[src/rtl/lsu_axi_master_pkg.sv]
// Shared definitions for the LSU AXI4 initiator: FSM states, AXI response
// codes, burst encoding and the response-error check.
package lsu_axi_master_pkg;

  typedef enum logic [2:0] {
    LSU_AXI_IDLE  = 3'd0,
    LSU_AXI_WRITE = 3'd1,
    LSU_AXI_WRESP = 3'd2,
    LSU_AXI_RADDR = 3'd3,
    LSU_AXI_RDATA = 3'd4
  } lsu_axi_state_e;

  typedef enum logic [1:0] {
    AXI_RESP_OKAY   = 2'b00,
    AXI_RESP_EXOKAY = 2'b01,
    AXI_RESP_SLVERR = 2'b10,
    AXI_RESP_DECERR = 2'b11
  } axi_resp_e;

  localparam logic [1:0] BURST_INCR = 2'b01;
  localparam int unsigned AXI_ID_W  = 4;

  // Anything but OKAY, or a response routed back under a foreign ID, is an error.
  function automatic logic axi_resp_bad(input logic [1:0]          resp,
                                        input logic [AXI_ID_W-1:0] id,
                                        input logic [AXI_ID_W-1:0] exp_id);
    return (resp != AXI_RESP_OKAY) || (id != exp_id);
  endfunction

endpackage

[src/rtl/lsu_axi_master.sv]
// Single-outstanding AXI4 initiator: converts one core load/store request into
// one single-beat AXI4 transaction and returns a one-cycle response pulse.
module lsu_axi_master
  import lsu_axi_master_pkg::*;
#(
  parameter logic [AXI_ID_W-1:0] AXI_ID = 4'd0,
  parameter int unsigned         ADDR_W = 32,
  parameter int unsigned         DATA_W = 64
) (
  input  logic                clk,
  input  logic                rst,
  // core request / response
  input  logic                req_valid,
  output logic                req_ready,
  input  logic                req_wen,
  input  logic [ADDR_W-1:0]   req_addr,
  input  logic [2:0]          req_size,
  input  logic [DATA_W-1:0]   req_wdata,
  input  logic [DATA_W/8-1:0] req_wmask,
  output logic                resp_valid,
  output logic [DATA_W-1:0]   resp_rdata,
  output logic                resp_err,
  // write address
  output logic                awvalid,
  input  logic                awready,
  output logic [AXI_ID_W-1:0] awid,
  output logic [ADDR_W-1:0]   awaddr,
  output logic [7:0]          awlen,
  output logic [2:0]          awsize,
  output logic [1:0]          awburst,
  // write data
  output logic                wvalid,
  input  logic                wready,
  output logic [DATA_W-1:0]   wdata,
  output logic [DATA_W/8-1:0] wstrb,
  output logic                wlast,
  // write response
  input  logic                bvalid,
  output logic                bready,
  input  logic [AXI_ID_W-1:0] bid,
  input  logic [1:0]          bresp,
  // read address
  output logic                arvalid,
  input  logic                arready,
  output logic [AXI_ID_W-1:0] arid,
  output logic [ADDR_W-1:0]   araddr,
  output logic [7:0]          arlen,
  output logic [2:0]          arsize,
  output logic [1:0]          arburst,
  // read data
  input  logic                rvalid,
  output logic                rready,
  input  logic [AXI_ID_W-1:0] rid,
  input  logic [1:0]          rresp,
  input  logic [DATA_W-1:0]   rdata,
  input  logic                rlast
);

  localparam int unsigned STRB_W = DATA_W / 8;

  lsu_axi_state_e      state_q;
  logic                req_ready_q;
  logic                resp_valid_q;
  logic [DATA_W-1:0]   resp_rdata_q;
  logic                resp_err_q;
  logic                awvalid_q;
  logic                wvalid_q;
  logic                bready_q;
  logic                arvalid_q;
  logic                rready_q;
  logic                wen_q;
  logic [ADDR_W-1:0]   addr_q;
  logic [2:0]          size_q;
  logic [DATA_W-1:0]   wdata_q;
  logic [STRB_W-1:0]   wmask_q;

  // A channel counts as done once its valid has dropped or it handshakes now.
  logic aw_fin_c;
  logic w_fin_c;
  assign aw_fin_c = !awvalid_q || awready;
  assign w_fin_c  = !wvalid_q  || wready;

  always_ff @(posedge clk or posedge rst) begin
    if (rst) begin
      state_q      <= LSU_AXI_IDLE;
      req_ready_q  <= 1'b1;
      resp_valid_q <= 1'b0;
      resp_rdata_q <= '0;
      resp_err_q   <= 1'b0;
      awvalid_q    <= 1'b0;
      wvalid_q     <= 1'b0;
      bready_q     <= 1'b0;
      arvalid_q    <= 1'b0;
      rready_q     <= 1'b0;
      wen_q        <= 1'b0;
      addr_q       <= '0;
      size_q       <= '0;
      wdata_q      <= '0;
      wmask_q      <= '0;
    end else begin
      resp_valid_q <= 1'b0;
      case (state_q)
        LSU_AXI_IDLE: begin
          if (req_valid && req_ready_q) begin
            req_ready_q <= 1'b0;
            wen_q       <= req_wen;
            addr_q      <= req_addr;
            size_q      <= req_size;
            wdata_q     <= req_wdata;
            wmask_q     <= req_wmask;
            if (req_wen) begin
              awvalid_q <= 1'b1;
              wvalid_q  <= 1'b1;
              state_q   <= LSU_AXI_WRITE;
            end else begin
              arvalid_q <= 1'b1;
              state_q   <= LSU_AXI_RADDR;
            end
          end
        end
        LSU_AXI_WRITE: begin
          if (awvalid_q && awready) awvalid_q <= 1'b0;
          if (wvalid_q && wready)   wvalid_q  <= 1'b0;
          if (aw_fin_c && w_fin_c) begin
            bready_q <= 1'b1;
            state_q  <= LSU_AXI_WRESP;
          end
        end
        LSU_AXI_WRESP: begin
          if (bvalid) begin
            bready_q     <= 1'b0;
            resp_valid_q <= 1'b1;
            resp_err_q   <= axi_resp_bad(bresp, bid, AXI_ID);
            req_ready_q  <= 1'b1;
            state_q      <= LSU_AXI_IDLE;
          end
        end
        LSU_AXI_RADDR: begin
          if (arready) begin
            arvalid_q <= 1'b0;
            rready_q  <= 1'b1;
            state_q   <= LSU_AXI_RDATA;
          end
        end
        LSU_AXI_RDATA: begin
          if (rvalid) begin
            rready_q     <= 1'b0;
            if (!wen_q) resp_rdata_q <= rdata;
            resp_valid_q <= 1'b1;
            resp_err_q   <= axi_resp_bad(rresp, rid, AXI_ID) || !rlast;
            req_ready_q  <= 1'b1;
            state_q      <= LSU_AXI_IDLE;
          end
        end
        default: state_q <= LSU_AXI_IDLE;
      endcase
    end
  end

  assign req_ready  = req_ready_q;
  assign resp_valid = resp_valid_q;
  assign resp_rdata = resp_rdata_q;
  assign resp_err   = resp_err_q;

  assign awvalid = awvalid_q;
  assign awid    = AXI_ID;
  assign awaddr  = addr_q;
  assign awlen   = 8'd0;
  assign awsize  = size_q;
  assign awburst = BURST_INCR;

  assign wvalid  = wvalid_q;
  assign wdata   = wdata_q;
  assign wstrb   = wmask_q;
  assign wlast   = 1'b1;

  assign bready  = bready_q;

  assign arvalid = arvalid_q;
  assign arid    = AXI_ID;
  assign araddr  = addr_q;
  assign arlen   = 8'd0;
  assign arsize  = size_q;
  assign arburst = BURST_INCR;

  assign rready  = rready_q;

endmodule

[config.mk]
export PLATFORM = sky130hd
export DESIGN_NAME = lsu_axi_master
export DESIGN_NICKNAME = d
export VERILOG_FILES = /design/src/rtl/lsu_axi_master_pkg.sv /design/src/rtl/lsu_axi_master.sv
export SDC_FILE = /design/constraint.sdc
export NUM_CORES = 1
export LEC_CHECK = 0
export ABC_AREA = 1
export BUFFER_PORTS_ARGS = -buffer_cell sky130_fd_sc_hd__buf_2
export CAP_MARGIN = 20
export CORE_UTILIZATION = 25
export CTS_CLUSTER_DIAMETER = 120
export DETAILED_ROUTE_END_ITERATION = 7
export PLACE_DENSITY_LB_ADDON = 0.12
export SYNTH_ARGS = -nofsm -noshare
export SYNTH_HDL_FRONTEND = slang
export SYNTH_SLANG_ARGS = --single-unit
[constraint.sdc]
create_clock -name clk -period 6.2 [get_ports clk]
set_clock_uncertainty 0.05 [all_clocks]
set_input_delay 0.31 -clock clk [delete_from_list [all_inputs] [get_ports clk]]
set_output_delay 0.31 -clock clk [all_outputs]
set_load 0.02 [all_outputs]
==> results of run 1 <==
==> final timing paths <==
| check | slack [ps] | start | end |
|---|---|---|---|
| worst max-delay path | 3280 | state_q[1] | araddr[21] |
| worst min register to register | 420 | wstrb[1] | wstrb[1] |
| max in group asynchronous | 4620 | rst | wdata[47] |
| worst max register to register | 3280 | state_q[1] | araddr[21] |
| worst min-delay path | -10 | rst | wdata[55] |
| min in group clk | 30 | req_wdata[15] | wdata[15] |
==> through the flow <==
step	setup WS, ps	cells	power [mW]	instance area [sq um]	utilization
global route	2980	1642	5.326	10260	0.3424
floorplan	869.6	915	3.257	7801	-
CTS	3229	1641	5.040	10250	0.3424
global placement	3283	1609	3.871	9647	0.3221
detailed placement	3247	1609	3.870	9647	0.3221
finish	3281	1642	4.954	10260	0.3424
==> per-layer routing <==
| metal | wire [um] | part of all wire | vias to the layer above | global-route usage |
|---|---|---|---|---|
| li1 | - | - | 3338 | - |
| met1 | 9953 | 0.43 | 3108 | 0.1829 |
| met2 | 11130 | 0.48 | 238 | 0.2340 |
| met3 | 1733 | 0.075 | 12 | 0.04670 |
| met4 | 225 | 0.0098 | 0 | 0.03098 |
| met5 | 0 | 0 | - | 0 |
==> logic make-up (layout without fill, tap and decap cells) <==
logic type | after synthesis | after routing | synth area share
compound gates | 11 | 11 | 0.007475
buf+inv | 126 | 462 | 0.1033
flops | 183 | 183 | 0.5949
other cells | 2 | 30 | 0.0009753
simple gates | 566 | 566 | 0.2933
==> area by class of cell <==
cell class                      count  area (sq um)  share of cell area
Clock buffer                       18         429.2             0.04184
Clock inverter                     14         178.9             0.01744
Timing Repair Buffer              412          2077              0.2025
Sequential cell                   183          4581              0.4466
Tap cell                          390         488.0             0.04757
Multi-Input combinational cell    606          2425              0.2364
Inverter                           18         76.32            0.007441
Antenna cell                        1         2.502           0.0002440
==> placed cells by master (no fill, tap or decap) <==
master | Yosys | routed
nor2_4 | 3 | 3
clkinv_2 | 0 | 2
clkinv_4 | 0 | 2
o21ai_0 | 6 | 6
nor2_1 | 10 | 10
conb_1 | 2 | 29
dfrtp_1 | 182 | 182
bufinv_16 | 0 | 2
nor3b_1 | 1 | 1
buf_4 | 70 | 6
clkbuf_1 | 13 | 1
o21a_1 | 1 | 1
nand3_1 | 72 | 72
clkinv_8 | 0 | 1
dfstp_2 | 1 | 1
nand2_1 | 473 | 473
clkbuf_16 | 0 | 17
inv_8 | 0 | 5
inv_6 | 0 | 4
inv_1 | 16 | 14
buf_2 | 18 | 406
diode_2 | 0 | 1
nand4_1 | 3 | 3
inv_2 | 2 | 2
a21oi_1 | 4 | 4
or2_2 | 1 | 1
nand2_2 | 3 | 3
==> registers in the layout (all words and copies together), names as in the netlist <==
register,count
resp_valid,1
wvalid,1
arvalid,1
wstrb,8
wen_q,1
bready,1
resp_rdata,64
araddr,32
resp_err,1
wdata,64
state_q,3
req_ready,1
arsize,3
awvalid,1
rready,1
==> power breakdown <==
group | internal [mW] | switching [mW]
Clock | 0.616 | 0.523
Combinational | 0.598 | 1.36
Sequential | 1.61 | 0.252
Total | 2.82 | 2.13
==> reports/metrics.cfg, run 1 <==
[outcome]
status=finished with violations
violations=hold timing

[clock_tree]
clkLatencyLatePin_ps=430
post_cts_buffers=0
path_clk_slew_ps=80
cts_buffer_depth=2
htree_levels=4
cts_tree=yes
clock-root-buffer=clkbuf_16
cts.sinks=183
post_cts_resized=0
cts_hold_buf=0
cts_buffers=17

[drt]
drt-pass1-iter-count=4
ant_nets=0
vias=6696
drc_errors=0
routedWlPerCell_um=14.03
wl_mm=23.04
avgViaCountPerCell=4.078
drt-initial-drc-count=290

[worst_setup_path]
cp-start-kind=register
slowest_delay_ps=600
crit_family=simple AND/OR/NAND/NOR gates
worstSetupPathType=register to register
cp.required_ps=6450
rr_worst_depth=7
arrival_ps=3170
slowest_stage=nor2_4
crit_chain=nor2_4 > nand2_2 > nor2_4 > clkinv_2 > buf_4 > nand2_1 > nand2_1
cp-end-kind=register
path_max_fanout=84
crit_cells=7
critPathBufInv=2

[global_routing]
antenna_found_initial=1
grt_pass1_wl_mm=35.21
grt_pass1_vias=6344
grt_max_degree=119
grtUsageTotal=0.1430
grt_overflow=0

[logic_synthesis]
synth.most_common_cell=nand2_1
yosysTopAreaCell=dfrtp_1
synth_edf_count=0
synth.top_cell.area_share=0.5915
synth-warning-count=0
synth_ff_type=dfrtp_1
yosys-top-cells-area=dfrtp_1 (59%), nand2_1 (23%), buf_4 (6.8%), nand3_1 (4.7%), buf_2 (1.2%)
synthCells=888
synthTopCellsByCount=nand2_1 (473), dfrtp_1 (182), nand3_1 (72)
yosys.cell_types.count=21
syn_area_sq_um=7700
avgSynthCellArea_sq_um=8.671
yosys_register_bits=183
ys_seq_area_frac=0.5949
async_reset_ff_frac=1.000

[placement]
numPortBuffers=406
post-dp-hpwl_mm=15.93
place_congestion=0.7335

[die]
die_area_sq_um=31500
core_area_sq_um=29950
die_h_um=177.5
ios=436
rows=63
die_w_um=177.5
start_util=0.2571

[cells_and_area]
drive_gt1_frac=0.3637
fin_nets=1431
syn2layout_area_growth_pct=33.21
fillCellCount=3235

[sta]
rsz0062_at_grt=false
worst_slew_pin_slew_ps=889.5
min_period_over_period=0.4709
maxSlewHeadroom=0.4070
slew_viol_final=0
hold_viol_final=14
max_clock_freq_mhz=342.5
setup_viol_count_final=0
fin_tns_setup_ps=0
period_minus_slack_ps=2919
holdWs_ps=-12.92

[power]
vdd_drop_max_v=0.0001941
pwr_density_cell_nw_per_um2=482.9
power.leakage_nw=6.232

[worst_hold_path]
hold_class=input pin to async pin

[flow_run]
max-cap-violations=0

No activity file was read; power rests on OpenSTA's default activity.
==> run 2, diff against run 1 <==
- clock period: 6.2 -> 2.63 ns (I/O delays scaled with it)
==> run 2 against run 1 <==
- the flow now finishes without violations
- sequential power increased by 140%
- largest power group unchanged
- cell count up 12%
- critical path depth grew 2
- hold slack better by 51 ps
- count of clock-buffer cells in the layout stayed put
- wire length is 9.7% higher
- largest cell class unchanged
==> reports/metrics.cfg, run 2 (synthesized netlist as in run 1, its figures left out) <==
[outcome]
status=finished clean  ; was finished with violations

[sta]
min_period_over_period=0.9679
worst_slew_pin_slew_ps=885.8  ; was 889.5 ps
hold_viol_final=0  ; was 14
setup_viol_count_final=0  ; unchanged
maxSlewHeadroom=0.4082  ; was 0.4070
max_clock_freq_mhz=392.8
fin_tns_setup_ps=0  ; unchanged
period_minus_slack_ps=2546
rsz0062_at_grt=false  ; unchanged
holdWs_ps=37.79  ; was -12.92 ps
slew_viol_final=0  ; unchanged

[clock_tree]
clock-root-buffer=clkbuf_16  ; unchanged
cts_tree=yes  ; unchanged
post_cts_buffers=0  ; unchanged
cts_buffers=17  ; unchanged
cts_buffer_depth=2  ; unchanged
cts.sinks=183  ; unchanged
clkLatencyLatePin_ps=430  ; about the same
path_clk_slew_ps=80  ; about the same
htree_levels=4  ; unchanged

[cells_and_area]
n_antenna_cell=0  ; was 1
utilization=0.4091  ; was 0.3424
syn2layout_area_growth_pct=59.13  ; was 33.21%
fin_nets=1625  ; was 1431
final_cell_mix=nand2_1 (473), buf_2 (406), dfrtp_1 (182), dlygate4sd3_1 (181), nand3_1 (72)  ; was nand2_1 (473), buf_2 (406), dfrtp_1 (182), nand3_1 (72), conb_1 (29)
finalInstanceArea_sq_um=12250  ; was 10260 sq um
drive_gt1_frac=0.3246  ; was 0.3637
final_common_cell=nand2_1  ; unchanged

[power]
pwr_density_cell_nw_per_um2=976.9  ; was 482.9 nW/um^2
power.leakage_nw=7.077  ; was 6.232 nW
vdd_drop_max_v=0.0004665  ; was 0.0001941 V
power_mw=11.97  ; was 4.954 mW

[die]
ios=436  ; unchanged
die_h_um=177.5  ; unchanged
core_area_sq_um=29950  ; unchanged
die_w_um=177.5  ; unchanged
start_util=0.2571  ; unchanged
die_area_sq_um=31500  ; unchanged
rows=63  ; unchanged

[placement]
place_area_sq_um=9828  ; was 9647 sq um
place_congestion=0.7466  ; was 0.7335
numPortBuffers=406  ; unchanged
post-dp-hpwl_mm=17.34  ; was 15.93 mm

[worst_setup_path]
arrival_ps=2820  ; was 3170 ps
cp-end-kind=register  ; unchanged
cp.required_ps=2910  ; was 6450 ps
cp-start-kind=input pin  ; was register
worstSetupPathType=input pin to register  ; was register to register
path_max_fanout=1  ; was 84

[flow_run]
max-cap-violations=0  ; unchanged

[global_routing]
grtUsageTotal=0.1580  ; was 0.1430
grt_max_degree=109  ; was 119
use_met3=0.04456  ; was 0.04670
met1_usage=0.1937  ; was 0.1829
grt_overflow=0  ; unchanged
busiest_layer=met2  ; unchanged
grt_pass1_wl_mm=39.07  ; was 35.21 mm
antenna_found_initial=0  ; was 1
grt_use_met2=0.2703  ; was 0.2340
grt_pass1_vias=7371  ; was 6344

[drt]
ant_nets=0  ; unchanged
wl_mm=25.27  ; was 23.04 mm
vias=7417  ; was 6696
routedWlPerCell_um=13.77  ; was 14.03 um
avgViaCountPerCell=4.042  ; was 4.078
drt-initial-drc-count=278  ; was 290
drt-pass1-iter-count=6  ; was 4
drc_errors=0  ; unchanged

[worst_hold_path]
hold_class=input pin to register  ; was input pin to async pin

## run 2: final cells by class
cell class	count	area [sq um]
Clock buffer	18	429.2
Multi-Input combinational cell	606	2430
Inverter	18	72.57
Fill cell	3103	17700
Timing Repair Buffer	606	4074
Tap cell	390	488.0
Sequential cell	183	4581
Clock inverter	14	178.9
## run 2: through the flow
| step | setup slack [ps] | std cells |
|---|---|---|
| after floorplan | 98.77 | 915 |
| after global placement | 892.4 | 1622 |
| after detailed placement | 869.3 | 1622 |
| after CTS | 91.88 | 1835 |
| after global routing | 47.83 | 1835 |
| final | 84.30 | 1835 |
## run 2: power breakdown
group,switching (mW),internal (mW),leakage (nW)
Clock,1.28,1.38,0.298
Combinational,3.30,1.63,4.41
Sequential,0.593,3.79,2.37
Total,5.18,6.80,7.08
## run 2: path summary, 6_finish.rpt
| path | startpoint | endpoint | slack [ps] | cells past startpoint |
|---|---|---|---|---|
| worst max-delay path | rid[3] | resp_err | 80 | 9 |
| worst min-delay path | bvalid | bready | 40 | 4 |
| worst max register to register | state_q[1] | resp_err | 330 | 8 |
| worst min register to register | wdata[55] | wdata[55] | 420 | 2 |
| max in group asynchronous | rst | req_ready | 1370 | 4 |
| min in group asynchronous | rst | wdata[9] | 400 | 3 |
## run 2: worst max-delay path, cell delays in order
cell           delay [ps]
dlygate4sd3_1         540
buf_2                 120
nor3b_2               150
dlygate4sd3_1         570
nand4_1                70
dlygate4sd3_1         560
nand3_1                70
dlygate4sd3_1         560
nand2_1                50
## run 2: metal layers
metal,vias up,routed length (um),share of wire
li1,3721,-,-
met1,3414,10830,0.43
met2,259,12410,0.49
met3,23,1631,0.065
met4,0,391,0.015
met5,-,0,0
## run 2: what timing repair did
action                                  CTS  global route
hold buffers                            181             0
endpoints found under the setup margin    0             1
hold endpoints to repair                196             0
gates resized for setup                   0             1
